$ cat src/rtl/square_position_engine.sv
// rtl/square_position_engine.sv - per-frame position update and collision scan for 16 bouncing squares and a main square
module square_position_engine #(
  parameter int SCREEN_W    = 640,
  parameter int SCREEN_H    = 480,
  parameter int SQUARE_SIZE = 30,
  parameter int SQ_STEP     = 2,
  parameter int MAIN_STEP   = 4
) (
  input  logic         clk,
  input  logic         reset,
  input  logic         refresh_tick,
  input  logic         pause,
  input  logic         btn_up,
  input  logic         btn_down,
  input  logic         btn_left,
  input  logic         btn_right,
  output logic [659:0] position,
  output logic         busy,
  output logic         collision,
  output logic [7:0]   hit_count
);

  localparam logic [10:0] X_MAX  = 11'(SCREEN_W - SQUARE_SIZE);
  localparam logic [10:0] Y_MAX  = 11'(SCREEN_H - SQUARE_SIZE);
  localparam logic [10:0] S_M1   = 11'(SQUARE_SIZE - 1);
  localparam logic [10:0] S_STEP = 11'(SQ_STEP);
  localparam logic [10:0] M_STEP = 11'(MAIN_STEP);

  typedef enum logic [2:0] {IDLE, MAIN, SQ, SCAN, DONE} state_t;

  state_t      state_q, state_d;
  logic [3:0]  idx_q, idx_d;
  logic        busy_q, busy_d;
  logic        coll_q, coll_d;
  logic        flag_q, flag_d;
  logic [7:0]  hit_q, hit_d;
  logic [9:0]  mx_q, mx_d, my_q, my_d;
  logic [9:0]  sx_q [16];
  logic [9:0]  sx_d [16];
  logic [9:0]  sy_q [16];
  logic [9:0]  sy_d [16];
  // direction bit 1 means the axis is moving toward 0
  logic [15:0] dx_q, dx_d, dy_q, dy_d;
  logic [10:0] bx, by;
  logic        ovl;

  // One bouncing-axis step: returns {flip, new_position}
  function automatic logic [10:0] bounce(input logic [9:0] p, input logic neg, input logic [10:0] maxv);
    logic [10:0] w;
    w = {1'b0, p};
    if (!neg) begin
      if (w + S_STEP > maxv) return {1'b1, maxv[9:0]};
      return {1'b0, 10'(w + S_STEP)};
    end
    if (w < S_STEP) return 11'h400;
    return {1'b0, 10'(w - S_STEP)};
  endfunction

  // Button-driven main-square axis move with clamping at 0 and maxv
  function automatic logic [9:0] main_move(input logic [9:0] p, input logic dec, input logic inc, input logic [10:0] maxv);
    logic [10:0] w;
    w = {1'b0, p};
    if (dec && !inc) w = (w >= M_STEP) ? w - M_STEP : 11'd0;
    else if (inc && !dec) w = (w + M_STEP > maxv) ? maxv : w + M_STEP;
    return w[9:0];
  endfunction

  // Next-state logic: sequencing, coordinate updates and collision accumulation
  always_comb begin
    state_d = state_q;
    idx_d   = idx_q;
    busy_d  = busy_q;
    coll_d  = coll_q;
    flag_d  = flag_q;
    hit_d   = hit_q;
    mx_d    = mx_q;
    my_d    = my_q;
    sx_d    = sx_q;
    sy_d    = sy_q;
    dx_d    = dx_q;
    dy_d    = dy_q;
    bx      = '0;
    by      = '0;
    ovl     = 1'b0;
    case (state_q)
      IDLE: begin
        if (refresh_tick && !pause) begin
          state_d = MAIN;
          busy_d  = 1'b1;
        end
      end
      MAIN: begin
        mx_d    = main_move(mx_q, btn_left, btn_right, X_MAX);
        my_d    = main_move(my_q, btn_up, btn_down, Y_MAX);
        idx_d   = 4'd0;
        state_d = SQ;
      end
      SQ: begin
        bx = bounce(sx_q[idx_q], dx_q[idx_q], X_MAX);
        by = bounce(sy_q[idx_q], dy_q[idx_q], Y_MAX);
        sx_d[idx_q] = bx[9:0];
        sy_d[idx_q] = by[9:0];
        dx_d[idx_q] = dx_q[idx_q] ^ bx[10];
        dy_d[idx_q] = dy_q[idx_q] ^ by[10];
        idx_d = idx_q + 4'd1;
        if (idx_q == 4'd15) state_d = SCAN;
      end
      SCAN: begin
        ovl = ({1'b0, sx_q[idx_q]} <= {1'b0, mx_q} + S_M1) &&
              ({1'b0, mx_q} <= {1'b0, sx_q[idx_q]} + S_M1) &&
              ({1'b0, sy_q[idx_q]} <= {1'b0, my_q} + S_M1) &&
              ({1'b0, my_q} <= {1'b0, sy_q[idx_q]} + S_M1);
        if (ovl) begin
          flag_d = 1'b1;
          if (hit_q != 8'hff) hit_d = hit_q + 8'd1;
        end
        idx_d = idx_q + 4'd1;
        if (idx_q == 4'd15) state_d = DONE;
      end
      DONE: begin
        coll_d  = flag_q;
        flag_d  = 1'b0;
        busy_d  = 1'b0;
        state_d = IDLE;
      end
      default: state_d = IDLE;
    endcase
  end

  // State and coordinate registers with asynchronous reset to the starting layout
  always_ff @(posedge clk or negedge reset) begin
    if (!reset) begin
      state_q <= IDLE;
      idx_q   <= '0;
      busy_q  <= 1'b0;
      coll_q  <= 1'b0;
      flag_q  <= 1'b0;
      hit_q   <= '0;
      mx_q    <= 10'((SCREEN_W - SQUARE_SIZE) / 2);
      my_q    <= 10'((SCREEN_H - SQUARE_SIZE) / 2);
      dx_q    <= 16'haaaa;
      dy_q    <= 16'h0000;
      for (int i = 0; i < 16; i++) begin
        sx_q[i] <= 10'(40 * i + 5);
        sy_q[i] <= 10'(20 + 16 * i);
      end
    end else begin
      state_q <= state_d;
      idx_q   <= idx_d;
      busy_q  <= busy_d;
      coll_q  <= coll_d;
      flag_q  <= flag_d;
      hit_q   <= hit_d;
      mx_q    <= mx_d;
      my_q    <= my_d;
      dx_q    <= dx_d;
      dy_q    <= dy_d;
      sx_q    <= sx_d;
      sy_q    <= sy_d;
    end
  end

  // Bus packing: pure register view, padding bits tied low
  always_comb begin
    position = '0;
    for (int i = 0; i < 16; i++) begin
      position[i*40 +: 10]      = sx_q[i];
      position[i*40 + 10 +: 10] = sy_q[i];
    end
    position[640 +: 10] = mx_q;
    position[650 +: 10] = my_q;
  end

  assign busy      = busy_q;
  assign collision = coll_q;
  assign hit_count = hit_q;

endmodule

$ cat config.mk
export PLATFORM = sky130hd
export DESIGN_NAME = square_position_engine
export DESIGN_NICKNAME = d
export VERILOG_FILES = /design/src/rtl/square_position_engine.sv
export SDC_FILE = /design/constraint.sdc
export NUM_CORES = 1
export LEC_CHECK = 0
export CORE_UTILIZATION = 34
export CTS_BUF_LIST = sky130_fd_sc_hd__clkbuf_2 sky130_fd_sc_hd__clkbuf_4 sky130_fd_sc_hd__clkbuf_8
export DETAILED_ROUTE_END_ITERATION = 6
export PLACE_DENSITY = 0.67
export SKIP_CTS_REPAIR_TIMING = 1
export SLEW_MARGIN = 20
export SYNTH_ARGS = -nofsm -noshare
export SYNTH_HDL_FRONTEND = slang
export SYNTH_SLANG_ARGS = --single-unit
$ cat constraint.sdc
create_clock -name clk -period 6.49 [get_ports clk]
set_input_delay 1.947 -clock clk [delete_from_list [all_inputs] [get_ports clk]]
set_output_delay 1.947 -clock clk [all_outputs]
set_load 0.01 [all_outputs]
==> impl_results.md <==
* Path type of the worst setup path: register to register
* Startpoint Class: register
* Max Cap Violations at 0
* Placed instance area at 26100 um^2
* Vias in the first global route at 16.6k
* Final setup viols at 0
* Ys flop type: dfrtp_1
* Synth Cell Area at 22900 um^2
* Slowest Stage Delay on Critical Path at 0.77 ns
* Static Leak at 11.8 nW
* Pre-antenna DRT Iters at 6
* Largest net degree at the start of global routing at 166
* 1st-iter DRT viols at 1562
* Worst hold path class: register to register
* Clock Sinks at 390
* Unrepaired setup endpoints after global routing: no
* Yosys reg bits at 390
* Critical path startpoint: idx_q[0]
* Core area at 66200 um^2
* Worst Reg-to-Reg Cells at 15
* PwrDens at 512 nW/um^2
* Sequential share of the synthesized area at 43.4%
* Starting density of the core at 34.6%
* Fin nets at 2723
* Final slew viol count at 0
* Avg WL per Cell at 21.4 um
* Rows at 94
* Synth-to-layout area growth at 20.5%
* Die area at 68400 um^2
* CTS tree: yes
* Synth Warn # at 0
* Share of layout cells above drive strength 1 at 17.7%
* Slowest cell on the critical path: dfrtp_4
* Port Buffers at 357
* Setup tns final at 0 ns
* Initial antenna violation count at 0
* Synth Instances at 2320
* H-tree levels at 3
* Syn Area/Cell at 9.87 um^2
* Slew HR at 27.6%
* Clk buf depth at 3
* WP data required at 7.03 ns
* Reg2reg end: hit_count[1]
* Crit-path most repeated cell: o21ai_0
* Worst EP arrival at 6.15 ns
* Asr flop ratio synth at 100%
* Via density per instance at 5.01
* IO Pins at 678
* Global-route wire length before repair at 111000 um
* Hold Fails Final Rpt at 0
* Skew final at 0.0374 ns
* Design area at 27600 um^2
* Diode count at 0
* DRC at 0
* Final Cycle Share at 86.5%
* Outcome: finished clean
* Worst skew pair latency at 0.68 ns
* CTS Root Cell: clkbuf_8
* Cells along the critical path: buf_4, buf_4, mux4_2, mux4_2, ha_1, a21oi_1, nor2b_1, o21ai_0, o21ai_0, o21a_1, o21ai_0, a211oi_1, a2111oi_0, o221a_2, mux2_2
* Hold Path Origin: position[366]
* Reg clk slew, reported paths at 0.06 ns
* Post-route ant nets at 0
* WHS Path Cells at 2
* Netlist cell types at 85
* Number of synthesized flops with an enable pin at 0
* Max Freq at 178 MHz
* Min Hold Slack at 0.473 ns
* Placer Congestion at 0.966
* DR vias at 17.9k
* Tightest Pin Transition at 1.08 ns
* Num CTS Buffers at 69
* WL final at 76300 um
* Setup crit end kind: register
* Setup slack, reg-to-reg at 0.88 ns
* Hpwl dp at 56600 um
* Reg-to-reg startpoint: idx_q[0]
* Remaining global-route overflow at 0
* Die Wd at 262 um
* Chip height at 262 um
* GR Util All Layers at 21.8%
* IR Drop Worst-Case VDD at 327 uV
* Worst Hold Endpoint: position[366]
* Minimum clock period at 5.61 ns
* Critical Path Fanout Max at 27
worst max-delay path: cells and delay by family, from the launching register on:
family	cells	cell delay, ns
compound gates	8	2.06
buf+inv	2	0.71
flops	1	0.77
simple gates	1	0.06
fa+ha+maj	1	0.37
mux	3	1.52
cells in the mapped netlist (4+ instances only):
cell	n	share of area, %
nor2_1	87	1.4
xnor2_1	27	1.0
nor4b_1	5	0.19
a21oi_1	72	1.6
nor3_1	19	0.42
or3_1	10	0.27
buf_2	33	0.72
dfrtp_1	246	27
buf_4	323	11
a211oi_1	6	0.20
a21o_1	11	0.36
and3_1	16	0.44
mux4_2	102	10
o211ai_1	5	0.16
ha_1	65	3.6
o31ai_1	9	0.30
a31oi_1	9	0.25
xor2_1	21	0.80
mux2i_1	12	0.52
and2_1	8	0.22
o31a_1	5	0.19
buf_1	4	0.066
nand3_1	31	0.68
nand2_1	456	7.5
nand2b_1	9	0.25
a22oi_1	14	0.46
a221oi_1	6	0.23
buf_6	8	0.39
clkbuf_1	83	1.4
or2_2	4	0.11
a21oi_2	4	0.15
nor2b_1	12	0.33
a22o_1	4	0.15
o22ai_1	8	0.22
nor4_1	6	0.16
dfstp_2	144	17
mux2_2	27	1.3
nand4_1	10	0.27
o21ai_0	223	4.9
inv_1	38	0.62
o21ai_1	76	1.7
nand2_2	6	0.16
layer usage:
metal	vias to the layer above	part of all wire (%)	global-route usage [%]
li1	8083	-	-
met1	8796	44	31.0
met2	892	45	32.2
met3	116	8.2	5.28
met4	0	3.0	7.59
met5	-	0	0
state kept, by name (all words and copies together), names as in the netlist:
register and cells:
my_q 10, mx_q 10, idx_q 4, state_q 3, dy_q 16, busy 1, hit_count 8, dx_q 16
position 320, flag_q 1, collision 1
worst max-delay path by stage:
stage | end | slack, ns | cells after the start
after floorplan | hit_count[1] | 1.18 | 19
final | hit_count[1] | 0.88 | 15
after global placement | hit_count[1] | 1.04 | 15
after detailed placement | hit_count[1] | 0.90 | 15
after global routing | hit_count[6] | 0.50 | 16
after CTS | hit_count[1] | 0.83 | 15
where the power goes:
| group | leakage (nW) | internal (mW) | switching (mW) | total (mW) |
|---|---|---|---|---|
| Combinational | 6.22 | 3.02 | 4.35 | 7.37 |
| Clock | 0.809 | 1.42 | 1.10 | 2.53 |
| Sequential | 4.73 | 3.26 | 0.966 | 4.23 |
cells by family (layout without fill, tap and decap cells):
kind of cell | Yosys count | in the layout | share of synthesized area, %
and+or+nand+nor | 702 | 702 | 13.3
buffers and inverters | 493 | 557 | 13.9
AOI/OAI and AO/OA | 480 | 480 | 12.1
DFF | 390 | 390 | 43.4
muxes | 141 | 141 | 11.9
adders and majority gates | 65 | 65 | 3.55
xor gates and xnor gates | 48 | 48 | 1.84
other | 1 | 320 | 0.0164
through the flow:
step | total power [mW] | std cells | util (%) | worst slack [ns]
after detailed placement | 11.5 | 3443 | 39.4 | 0.905
after CTS | 14.1 | 3567 | 41.7 | 0.829
after floorplan | 8.63 | 2639 | - | 1.18
after global placement | 11.5 | 3443 | 39.4 | 1.04
after global routing | 15.0 | 3567 | 41.7 | 0.504
final | 14.1 | 3567 | 41.7 | 0.877
cell type report:
class,instances,area (um^2)
Tap cell,864,1080
Clock inverter,14,171
Sequential cell,390,9950
Timing Repair Buffer,393,3900
Inverter,40,150
Fill cell,6372,38600
Clock buffer,110,1360
Multi-Input combinational cell,1756,11000
placed cells by master (no fill, tap or decap), types with 10 or more instances in the layout:
cell             instances
dfrtp_1                243
conb_1                 320
mux4_2                 102
clkbuf_4                25
buf_4                   32
nand4_1                 10
or3_1                   10
xor2_1                  21
a21oi_1                 72
clkbuf_8                85
ha_1                    65
nor2_1                  87
o21ai_0                223
o21ai_1                 76
a22oi_1                 14
mux2_2                  27
nor3_1                  19
nor2b_1                 12
a21o_1                  11
dfstp_2                144
and3_1                  16
clkdlybuf4s50_1        356
nand2_1                455
mux2i_1                 12
inv_1                   38
xnor2_1                 27
nand3_1                 31
Note: power is estimated with default switching activity, not from simulation.
==> RTL change 1: new RTL, same settings <==
`dy_q` no longer has a reset.
--- a/src/rtl/square_position_engine.sv
+++ b/src/rtl/square_position_engine.sv
@@ -139,7 +139,6 @@
       mx_q    <= 10'((SCREEN_W - SQUARE_SIZE) / 2);
       my_q    <= 10'((SCREEN_H - SQUARE_SIZE) / 2);
       dx_q    <= 16'haaaa;
-      dy_q    <= 16'h0000;
       for (int i = 0; i < 16; i++) begin
         sx_q[i] <= 10'(40 * i + 5);
         sy_q[i] <= 10'(20 + 16 * i);
@@ -154,10 +153,13 @@
       mx_q    <= mx_d;
       my_q    <= my_d;
       dx_q    <= dx_d;
-      dy_q    <= dy_d;
       sx_q    <= sx_d;
       sy_q    <= sy_d;
     end
+  end
+
+  always_ff @(posedge clk) begin
+    dy_q <= dy_d;
   end
 
   // Bus packing: pure register view, padding bits tied low
Behaviour: same outputs for any inputs over 4 cycles, from zero or initial values and one cycle with reset low; that may be too few to reach the edited logic, so the function may still have changed.
==> RTL change 1 against the original RTL <==
Design area about the same; sequential share of layout area up 0.25 points; combinational power down 0.5%; setup slack better by 0.056 ns; power down 1.6%; sequential cell count unchanged; area after synthesis up 0.64%; routed wire length down 2.8%; core utilization down 0.54 points; hold slack better by 0.0020 ns; critical path type unchanged; critical endpoint is now hit_count[7]; highest routed layer is now met5.
==> RTL change 1: results (changes against the original RTL) <==
Crit path arrival time=6.11 ns (-0.04 ns); Clock Skew=0.0511 ns (+0.0136 ns); Leak Pwr=11.7 nW (-0.76%); Post-Synth XOR/XNOR Area=1.71% (-0.13 points); Pre-antenna DRT Iters=7 (+1); All-Layer GR Usage=21.1% (-0.72 points); register area share after synthesis=43.5% (+0.069 points); Die X=262 um (+0.32%); register share of total power=30.0% (about the same); Peak supply drop=0.484 mV (+48%); detailed placer's ending HPWL=54500 um (-3.6%); total power=13.9 mW (-1.6%); Synth cell types=86 (+1.2%); NonClk Buf Share=14.1% (-0.068 points); top cells by count, synth=buf_4 (326), nand2_1 (319), o21ai_0 (242); CTS Buf Count=68 (-1.4%); share of cells above drive strength 1=21.1% (+3.3 points); Final #Nets=2584 (-5.1%); initial antenna violation count=2 (+2); Clock Latency Late Sink=0.66 ns (-0.02 ns); share of synthesized registers carrying an async set or reset=95.9% (-4.1 points); Hold Startpoint=position[160]; Register-to-Register Path Depth=16 (+1); Compound-Gate Fraction of Synth Area=11.2% (-0.85 points); GP Congestion=0.885 (-8.4%); via count=17006 (-4.9%); status=finished, final reports clean; critical-path maximum fanout=39 (+44%); highest cell delay on the worst timing path=0.95 ns (+0.18 ns); Final clock-cell share=5.22% (-0.32 points); Clock Buffer Count=111 (+0.91%); min setup slack post-route=0.933 ns (+0.0563 ns); Slew Limit Headroom=27.6% (about the same)
[RTL change 1: cell types whose count changed in the layout (fill, tap and decap cells not counted), moves of 9 or more]
cell / delta
a21oi_1: -27
o21ai_1: -51
o21ai_0: +19
mux2_2: +67
nand3_1: -10
nand2_1: -143
clkinv_1: +15
edfxtp_1: +16
clkbuf_4: +9
dfrtp_1: -15
mux4_1: +19
nor2_1: -15
mux4_2: -18
[RTL change 1: worst min path at each step]
stage | slack, ns | endpoint | cells past startpoint
final | 0.47 | position[160] | 2
after global routing | 0.49 | position[480] | 2
after floorplan | 0.44 | flag_q | 2
after CTS | 0.48 | position[160] | 2
after detailed placement | 0.47 | position[400] | 2
after global placement | 0.46 | dx_q[14] | 2
[RTL change 1: metal layers]
metal  vias up  track usage [%]  routed length, um
li1       7695                -                  -
met1      8440             27.3              30800
met2       752             31.8              33200
met3       117             7.18               6940
met4         2             9.55               3170
met5         -                0                 13
==> RTL change 2: new RTL, same settings <==
Made on the original files. Set the parameter `SQUARE_SIZE` to 16 (it was 30).
--- a/src/rtl/square_position_engine.sv
+++ b/src/rtl/square_position_engine.sv
@@ -2,7 +2,7 @@
 module square_position_engine #(
   parameter int SCREEN_W    = 640,
   parameter int SCREEN_H    = 480,
-  parameter int SQUARE_SIZE = 30,
+  parameter int SQUARE_SIZE = 16,
   parameter int SQ_STEP     = 2,
   parameter int MAIN_STEP   = 4
 ) (
Check against the original RTL: not equivalent (a bounded check fails within 4 cycles, from zero or initial values and one cycle with reset low).
==> RTL change 2 against the original RTL <==
Sequential cell count is 4 lower; routed wire length fell by 3.4%; fmax down 0.44%; power down 9.4%; setup slack got worse by 0.025 ns; area after synthesis rose by 0.55%; design area rose by 0.61%; critical path type unchanged.
==> RTL change 2: results (changes against the original RTL) <==
status=finished, final reports clean; Clock transition at path regs=0.06 ns (about the same); Max stage delay cell, worst path=dfrtp_4; detailed-route DRC error count=0 (unchanged); share of cells above drive strength 1=17.7% (-0.036 points); detailed placer's ending HPWL=53800 um (-4.8%); Iter 0 DRT Violations=1282 (-18%); IO buf count=353 (-1.1%); Top FF cell, synth=dfrtp_1; GP Congestion=0.918 (-4.9%); initial antenna violation count=1 (+1); top cells by count, synth=buf_4 (336), nand2_1 (327), dfrtp_1 (242); DP Area=26200 um2 (+0.35%); Compound-Gate Fraction of Synth Area=13.6% (+1.5 points); Fillers=6496 (+1.9%); Clock Latency Late Sink=0.65 ns (-0.03 ns); setup slack, reg-to-reg=0.85 ns (-0.02 ns); largest net degree at the start of global routing=136 (-18%); Slew Limit Headroom=26.8% (-0.78 points); Warnings, synthesis=0 (unchanged); Peak supply drop=0.243 mV (-26%); Leak Pwr=11.8 nW (+0.67%); Final #Nets=2662 (-2.2%); vias in the first global route=16637 (+0.054%); total detailed-routing wirelength=73700 um (-3.4%); clock tree buffer depth=3 (unchanged); top post-synthesis cells by area=dfrtp_1 (26%), dfstp_2 (16%), buf_4 (11%), nand2_1 (5.3%), o21ai_0 (5.2%); Root Buffer=clkbuf_8; number of synthesized flops with an enable pin=0 (unchanged); Synth cell types=90 (+5.9%); multiplexer share of the synthesized area=13.1% (+1.2 points); routed vias/inst=5.01 (-0.17%); register area share after synthesis=42.7% (-0.67 points); Adder-Cell Fraction of Synth Area=3.31% (-0.24 points); All-Layer GR Usage=20.9% (-0.92 points); Clock Skew=0.0250 ns (-0.0124 ns); Largest register FFs=320 (unchanged); first-pass GRT wire length=110000 um (-1.4%); H-tree depth=3 (unchanged); Post-Synth XOR/XNOR Area=1.71% (-0.12 points); highest cell delay on the worst timing path=0.92 ns (+0.15 ns); Pre-antenna DRT Iters=5 (-1); share of synthesized registers carrying an async set or reset=100% (unchanged); CTS Buf Count=72 (+4.3%); critical-path maximum fanout=36 (+33%); Hold Crit Class=reg -> reg
RTL change 2: cell count changes after synthesis, moves of 32 or more:
cell	delta
nor2_1	+37
a31oi_1	+38
mux4_2	-53
mux4_1	+45
clkbuf_1	+32
o21ai_1	-73
nand2_1	-129
RTL change 2: worst max-delay path, delay by kind of cell (launching register included):
kind	cells	cell delay, ns
buffers and inverters	4	0.83
AOI/OAI and AO/OA	7	1.70
muxes	1	0.35
DFF	1	0.92
and+or+nand+nor	3	1.30
adders and majority gates	1	0.32
RTL change 2: final cells by class:
| type | instances | area (um2) | share of cell area, % |
|---|---|---|---|
| multi-input combinational | 1690 | 11100 | 40.0 |
| sequential | 386 | 9850 | 35.5 |
| timing repair buffer | 409 | 4010 | 14.4 |
| clock buffer | 122 | 1450 | 5.24 |
| tap | 873 | 1090 | 3.93 |
| clock inverter | 11 | 134 | 0.482 |
| inverter | 34 | 128 | 0.460 |
| antenna | 1 | 2.50 | 0.00901 |
RTL change 2: routing by layer:
| layer | wire length [um] | share of wire (%) | vias up | global-route usage, % |
|---|---|---|---|---|
| met1 | 31400 | 43 | 8769 | 27.7 |
| met4 | 2790 | 3.8 | 0 | 8.93 |
| li1 | - | - | 8040 | - |
| met2 | 34100 | 46 | 702 | 32.5 |
| met5 | 0 | 0 | - | 0 |
| met3 | 5410 | 7.3 | 140 | 5.05 |
RTL change 2: final timing paths:
check,from,endpoint,cells after the start
min in group asynchronous,reset,position[413],1
hold reg to reg,dy_q[9],dy_q[9],2
setup reg to reg,idx_q[0],position[364],16
setup / recovery,idx_q[0],position[364],16
hold / removal,dy_q[9],dy_q[9],2
max in group asynchronous,reset,my_q[9],2
RTL change 2: logic make-up (layout without fill, tap and decap cells):
family	count (synthesis)	in the layout
and+or+nand+nor	593	593
AOI/OAI and AO/OA	510	510
buffers and inverters	508	576
DFF	386	386
muxes	157	157
adders and majority gates	61	61
xor gates and xnor gates	45	45
other	1	325
RTL change 2: power by group:
group / switching (mW) / total [mW] / leakage, nW / internal, mW
Sequential: 0.771 / 3.87 / 4.70 / 3.10
Combinational: 3.70 / 6.34 / 6.29 / 2.64
Clock: 1.09 / 2.58 / 0.850 / 1.50
Total: 5.56 / 12.8 / 11.8 / 7.24
RTL change 2: stage by stage:
| stage | setup slack (ns) | hold WS, ns | util, % | instances |
|---|---|---|---|---|
| after global placement | 0.907 | 0.455 | 39.0 | 3392 |
| after floorplan | 1.40 | 0.442 | - | 2584 |
| after global routing | 0.448 | 0.496 | 41.4 | 3526 |
| after detailed placement | 0.860 | 0.463 | 39.0 | 3392 |
| final | 0.852 | 0.471 | 41.4 | 3526 |
| after CTS | 0.836 | 0.477 | 41.4 | 3525 |
